## src/rtl/wb_regfile.sv

```systemverilog
// wb_regfile -- writeback-stage register file for a 16-bit pipeline.
//
// The writeback mux (resultW) picks the value the MEM/WB stage retires. A
// write commits it on the rising edge. Register 0 always reads as zero, and
// writes to it are dropped and not counted. Both decode read ports are
// combinational and write-first: a write committing in the current cycle is
// forwarded to a matching read port. The debug port shows only stored
// contents, with no forwarding. wr_count counts committed writes and wraps
// silently.
//
// Ports
//   clk           rising-edge clock
//   reset         synchronous, active-high; clears every register and wr_count
//   regWrite_in   writeback enable
//   resultSrc_in  00 ALU, 01 memory read data, 10 PC+2, 11 reserved (zero)
//   pc_plus2_in   link/return address
//   rd_in         destination register index
//   aluRes_in     ALU result
//   readData_in   data-memory read data
//   ra1, ra2      decode read addresses
//   rd1, rd2      decode read data (forwarded, write-first)
//   resultW       selected writeback value, to the forwarding network
//   dbg_addr      debug read address
//   dbg_data      debug read data (stored value only)
//   wr_count      number of committed register writes
module wb_regfile #(
  parameter int DATA_W = 16,
  parameter int ADDR_W = 4
) (
  input  logic              clk,
  input  logic              reset,
  input  logic              regWrite_in,
  input  logic [1:0]        resultSrc_in,
  input  logic [DATA_W-1:0] pc_plus2_in,
  input  logic [ADDR_W-1:0] rd_in,
  input  logic [DATA_W-1:0] aluRes_in,
  input  logic [DATA_W-1:0] readData_in,
  input  logic [ADDR_W-1:0] ra1,
  input  logic [ADDR_W-1:0] ra2,
  output logic [DATA_W-1:0] rd1,
  output logic [DATA_W-1:0] rd2,
  output logic [DATA_W-1:0] resultW,
  input  logic [ADDR_W-1:0] dbg_addr,
  output logic [DATA_W-1:0] dbg_data,
  output logic [15:0]       wr_count
);

  localparam int DEPTH = 2 ** ADDR_W;

  logic [DATA_W-1:0] regs [DEPTH];
  logic              commit;

  // Register 0 is hard-wired to zero on every read port. Otherwise, a write
  // committing this cycle to the same index wins over the stored value.
  function automatic logic [DATA_W-1:0] read_port(
    input logic [ADDR_W-1:0] ra,
    input logic [DATA_W-1:0] stored,
    input logic              wr_en,
    input logic [ADDR_W-1:0] wr_addr,
    input logic [DATA_W-1:0] wr_data
  );
    if (ra == '0)
      return '0;
    else if (wr_en && (wr_addr == ra))
      return wr_data;
    else
      return stored;
  endfunction

  // Writeback mux. It stays purely combinational and ignores reset.
  always_comb begin
    resultW = '0;
    case (resultSrc_in)
      2'b00:   resultW = aluRes_in;
      2'b01:   resultW = readData_in;
      2'b10:   resultW = pc_plus2_in;
      default: resultW = '0;
    endcase
  end

  // Reset also gates commit. This drops the in-flight write and disables
  // forwarding while reset is held.
  assign commit = regWrite_in && (rd_in != '0) && !reset;

  always_comb begin
    rd1 = read_port(ra1, regs[ra1], commit, rd_in, resultW);
    rd2 = read_port(ra2, regs[ra2], commit, rd_in, resultW);
  end

  // The debug view never forwards, so data appears the cycle after commit.
  assign dbg_data = (dbg_addr == '0) ? '0 : regs[dbg_addr];

  // ---- commit edge ----
  always_ff @(posedge clk) begin
    if (reset) begin
      for (int i = 0; i < DEPTH; i++)
        regs[i] <= '0;
      wr_count <= '0;
    end else if (commit) begin
      regs[rd_in] <= resultW;
      wr_count    <= wr_count + 16'd1;
    end
  end

endmodule

```

## config.mk

```make
export PLATFORM = sky130hd
export DESIGN_NAME = wb_regfile
export DESIGN_NICKNAME = d
export VERILOG_FILES = /design/src/rtl/wb_regfile.sv
export SDC_FILE = /design/constraint.sdc
export NUM_CORES = 1
export LEC_CHECK = 0
export CELL_PAD_IN_SITES_DETAIL_PLACEMENT = 2
export CELL_PAD_IN_SITES_GLOBAL_PLACEMENT = 2
export CORE_MARGIN = 2
export CORE_UTILIZATION = 40
export DETAILED_ROUTE_END_ITERATION = 8
export HOLD_SLACK_MARGIN = 0.02
export PLACE_DENSITY = 0.88
export SLEW_MARGIN = 15
export SYNTH_ARGS = -nofsm -noshare
export SYNTH_HDL_FRONTEND = slang
export SYNTH_SLANG_ARGS = --single-unit
export TNS_END_PERCENT = 100
```

## constraint.sdc

```tcl
create_clock -name clk -period 2.3 [get_ports clk]
set_clock_uncertainty 0.1 [all_clocks]
set_input_delay 0.23 -clock clk [delete_from_list [all_inputs] [get_ports clk]]
set_output_delay 0.23 -clock clk [all_outputs]
set_load 0.1 [all_outputs]
```

Word level (Yosys, flattened, before mapping) --
Memory sizes are Yosys's and may differ from the RTL's. Index checks and enable logic that the tools add are counted. W data, S select, Z words.
Word-level totals: bits in registers 16, bits in latches 0, RAM bits 256, memory bits (read-only) 0, input bits 69, output and inout port bits 80, logic and storage cells 32, memories 1
Memories:
- regs | words 16, width 16, rd ports 3, clocked after memory_dff 0, write ports 16, line 50 | logic [DATA_W-1:0] regs [DEPTH];
Operators by class: $add $sub $neg 1, $mul 0, divide/modulo/power cells 0, $lt $le $gt $ge 0, eq/ne operators 4, shift operators 0, multiplexer cells 14, bitwise gates (word level) 0, reductions and logical operators 11
Operator list (number):
- $mux W16 | 6
- $pmux W16 S3 | 1
- $add A16 B1 Y16 const B | 1
- $reduce_or A16 Y1 | 1
- $logic_not A4 Y1 | 3
- $eq A4 B4 Y1 | 2
- $mux W1 | 6
- $logic_and A1 B1 Y1 | 4
- $mux W4 | 1
- $reduce_bool A4 Y1 | 1
- $eq A2 B1 Y1 const B | 1
- $eq A2 B2 Y1 const B | 1
- $logic_not A2 Y1 | 1
- $logic_not A1 Y1 | 1

Logic depth before layout (Yosys ltp) --
depth after elaboration 8, gate-level depth with buffers 8, depth with buffers taken out 5

Worst setup path after synthesis --
Ideal clock, no wire load.
kind input -> output, start point in dbg_addr[0], end point out dbg_data[5], data arrival time 3.464 ns, data required time 1.970 ns, setup slack -1.494 ns, stages 6, buffers on the path 3, cells stage by stage buf_4 -> buf_4 -> buf_4 -> mux4_2 -> mux2i_1 -> a211oi_1
On the way: cells in the longest elaborated chain, start to end 2, elaborated cells between the ends (all ways) 3, classes of those cells mux: 1; reduce/logical: 1; memory: 1
RTL lines:
- from (decl) | line 43 | input logic [ADDR_W-1:0] dbg_addr,
- $mem_v2 Z16 W16 or $logic_not A4 Y1 (tied branches)
- $mux W16 (*) | line 91 | assign dbg_data = (dbg_addr == '0) ? '0 : regs[dbg_addr];
- to (decl) | line 44 | output logic [DATA_W-1:0] dbg_data,
Every way passes the cells marked *; elsewhere a longest branch is shown, timed or not.

==> reports/qor.csv <==
metric,value,unit
reg2reg_slack,0.35,ns
grt_pass1_vias,16850,
cp_num_buf_inv,1,
die_area,0.04292,sq mm
synthArstFlopShare,0,%
layout.cells.non_filler,2142,
cp_top_family,compound AO/OA/AOI/OAI gates,
final_common_cell,nor2_1,
cts_tree,done,
clock_sinks,272,
cts-root-buf,clkbuf_16,
regArea,0.008016,sq mm
start_util,40.44,%
violations,setup timing,
grt_max_degree,52,
critPathSlowestCell,a22oi_2,
synthCells,1231,
num_rows,74,
r2r-end,wr_count[13],
drtIter0Drc,2223,
drv_slew,0,
worstPathMaxFanout,3,
ir_drop,548.3,uV
fp.dieW,207.2,microns
first_pass_iters,6,
worst_pin_slew,1.123,ns
yosysSeqAreaShare,48.50,%
crit_path_start_kind,register,
powerDensity,721.6,mW/mm^2
endpoint_kind,output pin,
grt_pass1_wl,138.0,mm
min_to,wr_count[0],
nFillCells,3530,
synth_edf_count,256,
synth_top_area_share,46.56,%
finalCritPeriodShare,135.0,%
power,17100,uW
ys_seq_elements,272,
synth_area_per_cell,13.41,sq um
cts_buffers,34,
vias,15890,
min_path_type,in2reg,
synthDistinctLibCells,45,
avgRoutedWirePerCell,47.99,microns
fmax,322.1,MHz
cts_max_level,2,
io_buffers,148,
multi_input_area,0.008994,sq mm
slew_headroom,25.05,%
final_cell_mix,"nor2_1 (261), edfxtp_1 (256), buf_4 (230), mux4_2 (192), buf_12 (113)",
ys.flop_type,edfxtp_1,
nNetsFinal,1659,
hpwlAfterDp,57.59,mm
drc,0,
io_pins,149,
area_growth,43.51,%
reg2reg_depth,4,
critical_path_required,1.97,ns
status,finished with violations,
reg2reg_from,wr_count[2],
critPathArrivalTime,2.78,ns
grt_setup_unrepaired,yes,
hold_depth,3,
path_cells,"mux4_2, a22oi_2, nand2_2, a22o_4, buf_12",
n_antenna_cell,0,
grt_usage,46.00,%
pre_cts_ws,-0.7051,ns
finalCriticalPeriod,3.105,ns
gr-total-overflow,0,
report.final.setup_viol,49,
leakagePower,0.008613,uW
synth_area_leader_cell,edfxtp_1,
min_from,reset,
maxCapViolations,0,
synthTopCellsByArea,"edfxtp_1 (47%), mux4_2 (26%), nor2_1 (6.0%)",
fin_tns_setup,-21.19,ns
die_y,207.2,microns
place_congestion,0.9135,
clock_latency,0.54,ns
synth_area,0.01651,sq mm
via_per_inst,7.417,
finalWorstSetupSlack,-0.8051,ns
ant_nets,0,
antenna_found_initial,1,
routed_wl,102.8,mm
ctsLongestPathBuffers,3,
cts.clk_slew.worst_paths,0.07,ns
dp.cells,2025,
hold_viol,0,
layout-drive-gt1-share,50.62,%
core-area,0.04083,sq mm
cp_slowest_stage_delay,0.67,ns
ys_warn_count,0,
path_class,reg2out,
[Yosys cell counts, types with 3 or more instances]
cell and number:
and2_4 3, nand2_1 59, mux2_2 5, edfxtp_1 256, nand3_1 12, nand2b_1 18
clkbuf_1 77, a22o_2 4, buf_1 7, a211oi_1 32, nor2b_1 31, nor3_1 3
mux2i_1 34, nor2_1 264, nor4_1 7, buf_4 4, a22oi_1 64, o21a_1 9
a21oi_1 12, xor2_1 10, and2_1 4, dfxtp_1 16, mux4_2 192, buf_2 30
a22o_1 28, buf_6 3, inv_1 19
[layout make-up]
type	count	area share, %
multi-input cells	832	37.96
clock buffers	50	4.066
inverters	19	0.4911
well taps	532	2.809
repair buffers	430	20.53
clock inverters	7	0.3116
flip-flops and latches	272	33.83
[worst reg2reg max path: cells and delay by family, from the launching register on]
| kind | cells | cell delay, ns |
|---|---|---|
| flops | 1 | 0.38 |
| mux | 1 | 0.37 |
| simple gates | 3 | 1.00 |
[registers in the layout, indices dropped and copies added (netlist names)]
signal / count
regs: 256
wr_count: 16
[layer usage]
metal | vias to the layer above | global-route usage [%] | part of all wire [%]
met4 | 2 | 38.13 | 11
li1 | 5513 | - | -
met1 | 7951 | 50.66 | 31
met5 | - | 0 | 0.0097
met3 | 650 | 11.90 | 12
met2 | 1772 | 75.01 | 46
[kinds of logic after synthesis]
| kind of cell | count (synthesis) | share of synthesized area, % |
|---|---|---|
| buffers and inverters | 142 | 3.819 |
| and+or+nand+nor | 416 | 11.09 |
| DFF | 272 | 48.50 |
| other | 1 | 0.02271 |
| adders and majority gates | 1 | 0.07577 |
| AOI/OAI and AO/OA | 156 | 7.267 |
| muxes | 231 | 28.59 |
| xor gates and xnor gates | 12 | 0.6366 |
[power breakdown]
group | internal (uW) | switching [uW]
clock network | 3030 | 2500
registers | 5700 | 367
logic | 2190 | 3300
[stage by stage]
step | area (sq um) | utilization, % | hold slack (ns)
finish | 23690 | 58.03 | 0.2725
global route | 23690 | 58.03 | 0.3095
CTS | 23330 | 57.15 | 0.2568
detailed placement | 21440 | 52.50 | 0.3860
global placement | 21440 | 52.50 | 0.3476
floorplan | 17160 | - | 0.2825
[how the worst max path moves through the flow]
stage / from / slack, ns / to / depth (start not counted)
5_1_grt: regs[2][9] / -0.75 / rd1[9] / 5
2_1_floorplan: rd_in[1] / -0.09 / rd2[11] / 6
6_report: regs[2][9] / -0.81 / rd1[9] / 5
3_3_place_gp: ra1[1] / -0.41 / rd1[0] / 9
4_1_cts: regs[3][9] / -0.47 / rd1[9] / 5
3_5_place_dp: ra1[1] / -0.71 / rd1[5] / 8
[repair_timing]
| item | 4_1_cts | 5_1_grt |
|---|---|---|
| gates cloned | 2 | 0 |
| pin swaps | 94 | 23 |
| gates resized for setup | 126 | 45 |
| hold endpoints to repair | 1 | 0 |
| endpoints found under the setup margin | 63 | 63 |
| hold buffers | 1 | 0 |
| buffers inserted | 39 | 23 |
Power figures use the tool's default switching activity.
